--- config.mk ---
export PLATFORM = sky130hd
export DESIGN_NAME = triangle_dispatch_ctrl
export DESIGN_NICKNAME = d
export VERILOG_FILES = /design/src/rtl/triangle_pkg.sv /design/src/rtl/rr_arbiter.sv /design/src/rtl/triangle_dispatch_ctrl.sv
export SDC_FILE = /design/constraint.sdc
export NUM_CORES = 1
export LEC_CHECK = 0
export CORE_AREA = 3 3 296 298
export CTS_CLUSTER_SIZE = 28
export DETAILED_ROUTE_END_ITERATION = 12
export DIE_AREA = 0 0 299 301
export PLACE_DENSITY = 0.39
export SYNTH_ARGS = -nofsm -noshare
export SYNTH_HDL_FRONTEND = slang
export SYNTH_HIERARCHICAL = 1
export SYNTH_SLANG_ARGS = --single-unit
--- constraint.sdc ---
create_clock -name Clk -period 1.95 [get_ports Clk]
set_clock_uncertainty 0.15 [all_clocks]
set_input_delay 0.39 -clock Clk [delete_from_list [all_inputs] [get_ports Clk]]
set_output_delay 0.39 -clock Clk [all_outputs]
set_load 0.02 [all_outputs]
--- src/rtl/triangle_pkg.sv ---
// Shared types and default coordinate widths for the triangle dispatch path.
package triangle_pkg;

    localparam int unsigned TRI_WI = 8;
    localparam int unsigned TRI_WF = 8;

    typedef enum logic [1:0] {
        IDLE,
        FETCH,
        PRESENT
    } rd_state_e;

endpackage

--- src/rtl/rr_arbiter.sv ---
// Round-robin arbiter: one-hot grant scanning upward from rr_ptr; the pointer
// moves past the granted requester only when the grant is actually used.
module rr_arbiter #(
    parameter int unsigned NREQ = 2
) (
    input  logic            Clk,
    input  logic            Reset,
    input  logic [NREQ-1:0] req,
    input  logic            en,
    output logic [NREQ-1:0] gnt
);

    localparam int unsigned PW = (NREQ > 1) ? $clog2(NREQ) : 1;

    logic [PW-1:0] rr_ptr;
    logic [PW-1:0] gnt_idx;
    logic          found;

    // First pass covers rr_ptr..NREQ-1, second pass wraps to 0..rr_ptr-1.
    always_comb begin
        gnt     = '0;
        gnt_idx = '0;
        found   = 1'b0;
        for (int unsigned i = 0; i < NREQ; i++) begin
            if (!found && req[i] && (i >= 32'(rr_ptr))) begin
                gnt[i]  = 1'b1;
                gnt_idx = PW'(i);
                found   = 1'b1;
            end
        end
        for (int unsigned i = 0; i < NREQ; i++) begin
            if (!found && req[i]) begin
                gnt[i]  = 1'b1;
                gnt_idx = PW'(i);
                found   = 1'b1;
            end
        end
    end

    always_ff @(posedge Clk) begin
        if (Reset) begin
            rr_ptr <= '0;
        end else if (en) begin
            rr_ptr <= (gnt_idx == PW'(NREQ - 1)) ? '0 : gnt_idx + 1'b1;
        end
    end

endmodule

--- src/rtl/triangle_dispatch_ctrl.sv ---
// Arbitrates producers onto the triangle FIFO write port and drains the FIFO
// (one-cycle read latency) into a registered valid/ready stream.
module triangle_dispatch_ctrl
    import triangle_pkg::*;
#(
    parameter int unsigned WI   = TRI_WI,
    parameter int unsigned WF   = TRI_WF,
    parameter int unsigned NREQ = 2,
    parameter int unsigned CW   = 16
) (
    input  logic                                    Clk,
    input  logic                                    Reset,
    input  logic [NREQ-1:0]                         req_valid,
    input  logic [NREQ-1:0][2:0][2:0][WI+WF-1:0]    req_tri,
    output logic [NREQ-1:0]                         req_ready,
    output logic                                    fifo_w_en,
    output logic [2:0][2:0][WI+WF-1:0]              fifo_tri_in,
    input  logic                                    fifo_full,
    output logic                                    fifo_r_en,
    input  logic [2:0][2:0][WI+WF-1:0]              fifo_tri_out,
    input  logic                                    fifo_empty,
    output logic                                    out_valid,
    output logic [2:0][2:0][WI+WF-1:0]              out_tri,
    input  logic                                    out_ready,
    output logic [CW-1:0]                           in_count,
    output logic [CW-1:0]                           out_count
);

    logic [NREQ-1:0] gnt;
    rd_state_e       state_q, state_d;

    assign fifo_w_en = (|req_valid) & ~fifo_full & ~Reset;
    assign req_ready = gnt & {NREQ{fifo_w_en}};

    rr_arbiter #(
        .NREQ (NREQ)
    ) u_arb (
        .Clk   (Clk),
        .Reset (Reset),
        .req   (req_valid),
        .en    (fifo_w_en),
        .gnt   (gnt)
    );

    // AND-OR mux on the one-hot grant; yields zero when nothing is granted.
    always_comb begin
        fifo_tri_in = '0;
        for (int unsigned i = 0; i < NREQ; i++) begin
            if (gnt[i]) begin
                fifo_tri_in = fifo_tri_in | req_tri[i];
            end
        end
    end

    assign out_valid = (state_q == PRESENT);

    always_comb begin
        state_d   = state_q;
        fifo_r_en = 1'b0;
        unique case (state_q)
            IDLE: begin
                if (!fifo_empty) begin
                    fifo_r_en = 1'b1;
                    state_d   = FETCH;
                end
            end
            FETCH: begin
                state_d = PRESENT;
            end
            PRESENT: begin
                if (out_ready) begin
                    if (!fifo_empty) begin
                        fifo_r_en = 1'b1;
                        state_d   = FETCH;
                    end else begin
                        state_d = IDLE;
                    end
                end
            end
            default: begin
                state_d = IDLE;
            end
        endcase
        if (Reset) begin
            fifo_r_en = 1'b0;
        end
    end

    always_ff @(posedge Clk) begin
        if (Reset) begin
            state_q   <= IDLE;
            out_tri   <= '0;
            in_count  <= '0;
            out_count <= '0;
        end else begin
            state_q <= state_d;
            // RAM data is valid the cycle after the read strobe.
            if (state_q == FETCH) begin
                out_tri <= fifo_tri_out;
            end
            if (fifo_w_en) begin
                in_count <= in_count + 1'b1;
            end
            if (out_valid && out_ready) begin
                out_count <= out_count + 1'b1;
            end
        end
    end

endmodule
# Yosys cells after proc, flatten, opt, wreduce, memory -nomap -nowiden
# Cells that the tools add are included.
totals:
  register_bits: 179
  latchBits: 0
  ramBits: 0
  mem_bits_ro: 0
  in_bits: 439
  out_inout_bits: 325
  wordCells: 57
  memories: 0
op_classes:
  n_addsub: 3
  multipliers: 0
  div: 0
  order_cmp: 1
  eq_ne: 4
  shift: 0
  muxes: 19
  bitwise_logic: 6
  reduce_logical: 11
ops:
  columns: ["cell", "n"]
  rows:
  - ["144-bit 2-to-1 mux", 2]
  - ["144-bit bitwise OR", 1]
  - ["16-bit by 1-bit adder with 16-bit output, second input constant", 2]
  - ["1-bit 2-to-1 mux", 13]
  - ["2-bit one-hot mux with 3 select lines", 1]
  - ["1-bit logical AND", 5]
  - ["2-bit 2-to-1 mux", 2]
  - ["1-bit zero test", 3]
  - ["1-bit AND", 2]
  - ["2-bit AND", 1]
  - ["2-bit by 1-bit == test with 1-bit output, second input constant", 1]
  - ["2-bit == test, second input constant", 1]
  - ["2-bit zero test", 1]
  - ["2-bit by 1-bit inequality test with 1-bit output, second input constant", 1]
  - ["2-bit inequality test, second input constant", 1]
  - ["1-bit NOT", 2]
  - ["1-bit one-hot mux with 2 select lines", 1]
  - ["2-bit AND reduction", 1]
  - ["2-bit OR reduction", 1]
  - ["1-bit adder, second input constant", 1]
  - ["1-bit >= comparator, first input constant", 1]

# Longest topological paths before layout
# Gate-level depths: netlist (run 1).
logic_depth:
  depth_word: 14
  depth_mapped: 6

# By module
# Netlist (run 1), hierarchy kept.
modules_own_cells:
  columns: ["module", "n_inst", "cells_per_inst", "area_each_um2", "seq_area_each_um2"]
  rows:
  - ["triangle_dispatch_ctrl", 1, 983, 7850.0, 3563.4]
  - ["rr_arbiter", 1, 6, 53.8, 20.0]

# Least setup slack after synthesis (run 1)
# OpenSTA, ideal clock, no wires.
synth_path:
  path_type: "input port to output port"
  start: "input Reset"
  end: "output fifo_r_en"
  arrival_ns: 1.686
  t_required_ns: 1.410
  path_slack_ns: -0.276
  path_stages: 2
  n_path_buf: 1
  path_cell_list: "clkbuf_1 > a2111oi_0"
synth_via:
  elab_chain_cells: 1
synth_lines:
  columns: ["element", "line_no", "rtl"]
  rows:
  - ["start, declared", "triangle_dispatch_ctrl.sv:12", "input logic Reset,"]
  - ["1-bit 2-to-1 mux", "triangle_dispatch_ctrl.sv:84", "if (Reset) begin"]
  - ["end, declared", "triangle_dispatch_ctrl.sv:19", "output logic fifo_r_en,"]
# No other way between the ends.

==> impl_metrics.env, run 1 <==
export IMPL_p_leak_nw=10.0
export IMPL_tns_ps=-66240
export IMPL_min_period_ps=2500
export IMPL_synth_compound_area_share_pct=27.6
export IMPL_synth_top_cell_by_area="dfxtp_1"
export IMPL_synth_top_area_share_pct=45.3
export IMPL_timing_fmax_ghz=0.400
export IMPL_slew_headroom_pct=47.0
export IMPL_dieArea_um2=90000
export IMPL_design_core_area_um2=85100
export IMPL_globalplace_congestion=1.00
export IMPL_wirelength_um=63200
export IMPL_yosys_area_share_adder_pct=0.317
export IMPL_area_delta_synth_final_pct=145
export IMPL_drive_gt1_share_pct=18.1
export IMPL_fillers=9415
export IMPL_yosysWarnings=6
export IMPL_layout_commonest_cell="clkdlybuf4s50_1"
export IMPL_grt_pass1_vias=10500
export IMPL_overflow=0
export IMPL_place_area_um2=17300
export IMPL_syn_nets=1430
export IMPL_dp_hpwl_um=49200
export IMPL_rsz0062_at_grt="true"
export IMPL_final_core_util_pct=22.7
export IMPL_post_synth_mux_area_share_pct=0.269
export IMPL_syn_avg_cell_area_um2=7.99
export IMPL_synthXorXnorAreaFrac_pct=1.77
export IMPL_power_frac_seq_pct=33.7
export IMPL_fp_dieH_um=301
export IMPL_combPwrFrac_pct=32.4
export IMPL_synth_area_leaders="dfxtp_1 45%, a22o_1 16%, nand2_1 14%"
export IMPL_critical_path_required_ps=1410
export IMPL_first_pass_iters=5
export IMPL_p_sw_share_pct=30.4
export IMPL_clk_pin_slew_ps=90
export IMPL_yosys_area_share_simple_pct=20.0
export IMPL_violations="negative setup slack"
export IMPL_antenna_found_initial=35
export IMPL_syn_area_um2=7900
export IMPL_worstMarginPinSlew_ps=796
export IMPL_synth_seq_area_share_pct=45.3
export IMPL_io_buffers=763
export IMPL_p_per_area_nw_per_um2=594
export IMPL_numCtsBuffers=17
export IMPL_setup_viol=146
export IMPL_vias=10900
export IMPL_antenna_left=0
export IMPL_die_x_um=299
export IMPL_clkPwrFrac_pct=33.8
export IMPL_status="finished, violations left"
export IMPL_cts_buffer_depth=2
export IMPL_clk_latency_ps=480
export IMPL_p_switching_mw=3.50
export IMPL_std_cell_rows=107
export IMPL_ys_types=43
export IMPL_total_power_mw=11.5
export IMPL_hold_worst_slack_ps=43.4
export IMPL_period_share_pct=128
export IMPL_grt_pass1_wl_um=81100
export IMPL_drc=0
export IMPL_cp_arrival_ps=1960
export IMPL_ios=764
export IMPL_via_per_inst=3.67
export IMPL_syn_inst=989
export IMPL_drt_initial_drc_count=655
export IMPL_final_area_um2=19400
export IMPL_ir_worst_vdd_mv=0.654
export IMPL_nNetsFinal=2238
export IMPL_cts_sinks=179
export IMPL_path_class="flip-flop to primary output"
export IMPL_initial_core_util_pct=9.28
export IMPL_grt_use_total_pct=12.5
export IMPL_max_cap_viol_count=0
export IMPL_synth_top_family_by_area="compound AO/OA/AOI/OAI gates"
export IMPL_final_cell_mix="432 x clkdlybuf4s50_1, 297 x nand2_1, 176 x dlymetal6s2s_1, 174 x dfxtp_1, 158 x a21oi_1"
export IMPL_wl_per_cell_um=21.2
export IMPL_hold_buffers=0
export IMPL_synth_seq_cells=179
export IMPL_final_critical_path_setup_slack_ps=-548
export IMPL_path_max_fanout=6
export IMPL_p_int_mw=8.00
export IMPL_hp_class="input port to flip-flop"
export IMPL_grt_max_degree=74
export IMPL_tritoncts="built"
export IMPL_final_hold_viol_count=0
export IMPL_start_kind="flip-flop"
export IMPL_cts_root_buf="clkbuf_16"
export IMPL_htree_levels=4
export IMPL_maxSlewViolCount=0
export IMPL_endpoint_kind="primary output"
layout make-up:
| type | count | area, um2 | share of cell area [%] |
|---|---|---|---|
| Timing Repair Buffer | 877 | 9550 | 49.3 |
| Multi-Input combinational cell | 718 | 4080 | 21.1 |
| Sequential cell | 179 | 3590 | 18.5 |
| Tap cell | 1144 | 1430 | 7.39 |
| Clock buffer | 18 | 429 | 2.22 |
| Clock inverter | 13 | 198 | 1.02 |
| Antenna cell | 24 | 60.1 | 0.310 |
| Inverter | 4 | 15.0 | 0.0776 |
through the flow:
step           setup WS [ps]  std cells
6_report                -548       2977
4_1_cts                 -660       2910
3_3_place_gp            -960       2877
5_1_grt                 -655       2961
3_5_place_dp           -1020       2877
2_1_floorplan          -15.7        989
power by group through the flow:
stage	sequential (mW)	clock, mW	combinational, mW
5_1_grt	3.90	4.22	3.92
4_1_cts	3.88	4.12	3.37
6_report	3.88	3.89	3.73
2_1_floorplan	4.14	0	1.05
3_3_place_gp	3.96	0	3.44
3_5_place_dp	3.97	0	3.43
path summary, 6_finish.rpt:
path	cells past startpoint	start	slack (ps)	endpoint
setup / recovery	8	u_arb/rr_ptr	-550	fifo_tri_in[43]
hold / removal	2	req_valid[1]	40	u_arb/rr_ptr
setup reg to reg	5	in_count[1]	100	in_count[12]
hold reg to reg	2	out_tri[130]	300	out_tri[130]
flip-flops by register name, indices dropped and copies added, names as in the netlist:
name,count
out_tri,144
u_arb/rr_ptr,1
out_count,16
in_count,16
state_q,2
critical path, cell delays in order (launching register included):
cell and delay (ps):
dfxtp_2 330, nand2b_4 130, and2_4 170, buf_12 140, clkbuf_16 160, buf_6 120
buf_6 100, a22o_1 180, buf_6 130
routing by layer:
| layer | up-vias | global-route usage, % | part of all wire (%) |
|---|---|---|---|
| li1 | 5112 | - | - |
| met1 | 5174 | 14.9 | 42 |
| met2 | 525 | 19.7 | 45 |
| met3 | 92 | 6.47 | 11 |
| met4 | 16 | 3.67 | 2.1 |
| met5 | - | 0 | 0.17 |
logic make-up after synthesis:
kind of cell	count (synthesis)
flops	179
fa+ha+maj	2
xor+xnor	16
compound gates	321
buf+inv	92
mux	2
simple gates	377
what timing repair did:
action / 4_1_cts / 5_1_grt
setup buffers: 1 / 24
gates cloned: 1 / 20
endpoints found under the setup margin: 329 / 329
pin swaps: 4 / 58
resized for setup: 441 / 554
synth_stat cells (all sizes together):
library cell and count:
nand2 297, nand2b 2, and3 1, a2111oi 2, or4 4, mux2i 1
clkbuf 68, o31ai 2, xor2 6, dfxtp 179, buf 20, ha 2
nand4 9, or3 10, a311oi 1, or2b 1, nor2b 3, nand3 9
and3b 1, a22o 144, nor3 6, mux2 1, o21bai 1, nor2 21
inv 4, o21ai 11, a21oi 158, xnor2 10, nand4b 2, or4b 1
nand3b 1, nor4 1, o21ba 1, nor4b 1, a21boi 1, and2 5
and4 2
Power figures use the tool's default switching activity.
==> run 2, diff against run 1 <==
- GPL_ROUTABILITY_DRIVEN: unset -> 0
- TNS_END_PERCENT: unset -> 1
==> run 2 against run 1 <==
Compared with the run above:
- the flow still finishes with violations (negative setup slack)
- first-iteration DRC count is 8.5% lower
- largest power group is now sequential cells
- via count is 2.9% lower
- worst hold slack improved by 2.1 ps
- power fell by 3.3%
- clock power shrank 4%
- global-route usage increased by 0.22 points
- fmax down 3.6%
- critical path type unchanged
- highest routed layer unchanged
- critical endpoint is now fifo_tri_in[85]
- final area down 5.4%
==> impl_metrics.env, run 2 (synthesis gave the netlist of run 1 again) <==
export IMPL_hold_worst_slack_ps=45.6
export IMPL_timing_fmax_ghz=0.386
export IMPL_post_place_ws_ps=-981
export IMPL_antenna_left=0
export IMPL_final_hold_viol_count=0
export IMPL_cts_buffer_depth=2
export IMPL_setup_viol=147
export IMPL_violations="negative setup slack"
export IMPL_dieArea_um2=90000
export IMPL_cts_sinks=179
export IMPL_cts_root_buf="clkbuf_16"
export IMPL_std_cell_rows=107
export IMPL_drt_initial_drc_count=599
export IMPL_ir_worst_vdd_mv=0.671
export IMPL_max_cap_viol_count=0
export IMPL_ios=764
export IMPL_worstMarginPinSlew_ps=425
export IMPL_total_power_mw=11.1
export IMPL_start_kind="flip-flop"
export IMPL_critical_path_required_ps=1410
export IMPL_tritoncts="built"
export IMPL_cp_arrival_ps=2050
export IMPL_period_share_pct=133
export IMPL_via_per_inst=3.59
export IMPL_top_register="out_tri"
export IMPL_wirelength_um=61200
export IMPL_p_per_area_nw_per_um2=607
export IMPL_area_delta_synth_final_pct=132
export IMPL_slew_headroom_pct=71.7
export IMPL_hp_class="input port to flip-flop"
export IMPL_min_period_ps=2590
export IMPL_antenna_found_initial=31
export IMPL_final_cell_mix="432 x clkdlybuf4s50_1, 297 x nand2_1, 175 x dfxtp_1, 168 x dlygate4sd2_1, 157 x a21oi_1"
export IMPL_rsz0062_at_grt="true"
export IMPL_fp_dieH_um=301
export IMPL_path_max_fanout=12
export IMPL_overflow=0
export IMPL_drive_gt1_share_pct=17.4
export IMPL_initial_core_util_pct=9.28
export IMPL_path_class="flip-flop to primary output"
export IMPL_grt_use_total_pct=12.8
export IMPL_grt_max_degree=74
export IMPL_final_critical_path_setup_slack_ps=-640
export IMPL_endpoint_kind="primary output"
export IMPL_numCtsBuffers=17
export IMPL_maxSlewViolCount=0
export IMPL_first_pass_iters=8
export IMPL_nNetsFinal=2224
export IMPL_reg_top3="out_tri: 144 flops, in_count: 16 flops, out_count: 16 flops"
export IMPL_io_buffers=763
export IMPL_grt_pass1_vias=10600
export IMPL_status="finished, violations left"
export IMPL_design_core_area_um2=85100
export IMPL_wl_per_cell_um=20.7
export IMPL_dp_hpwl_um=50800
export IMPL_die_x_um=299
export IMPL_largest_reg_flops=144
export IMPL_clk_pin_slew_ps=80
export IMPL_htree_levels=4
export IMPL_drc=0
export IMPL_clk_latency_ps=500
export IMPL_vias=10600
export IMPL_p_leak_nw=7.52
export IMPL_layout_commonest_cell="clkdlybuf4s50_1"
export IMPL_grt_pass1_wl_um=81600
## run 2: layout make-up
cell class,count,area (um2)
multi-input combinational,718,4070
clock buffer,23,488
fill,9534,66800
inverter,4,15.0
tap,1144,1430
timing repair buffer,863,8550
clock inverter,7,124
sequential,179,3590
antenna,14,35.0
## run 2: metal layers
layer	share of wire, %	track usage (%)	vias up
met5	0.46	0	-
met4	1.0	2.41	32
met3	12	7.84	68
met2	42	18.0	477
met1	44	16.5	4960
li1	-	-	5064
## run 2: worst max-delay path, cell delays in order (launching register included)
cell and delay (ps):
dfxtp_2 330, buf_6 120, a21boi_4 190, buf_12 180, buf_6 140, buf_4 140
a22o_1 190, buf_12 130, buf_12 110
## run 2: repair_timing
action                                  CTS  global route
resized for setup                       779            63
endpoints found under the setup margin  327           159
gates cloned                              0             3
setup buffers                             0             6
endpoints found under the hold margin     1             0
pin swaps                                 9            28
hold buffers                              1             0
## run 2: worst paths after layout
check	slack, ps	endpoint	cells after the start	start
worst max-delay path	-640	fifo_tri_in[85]	8	u_arb/rr_ptr
worst min-delay path	50	state_q[0]	2	fifo_empty
worst max register to register	40	in_count[10]	5	in_count[7]
worst min register to register	300	out_tri[139]	2	out_tri[139]
## run 2: stage by stage
stage               cell area [um2]  setup TNS [ps]  instances  util [%]
floorplan                      7920           -58.1        989         -
global route                  18300          -86640       2938      21.5
global placement              17700         -135060       2898      20.8
CTS                           18100          -75700       2929      21.2
finish                        18300          -71690       2952      21.5
detailed placement            17700         -136820       2898      20.8
## run 2: where the power goes
part / internal (mW) / switching (mW) / total (mW)
combinational: 1.85 / 1.65 / 3.50
sequential: 3.81 / 0.0769 / 3.88
clock: 2.14 / 1.59 / 3.74
total: 7.80 / 3.32 / 11.1
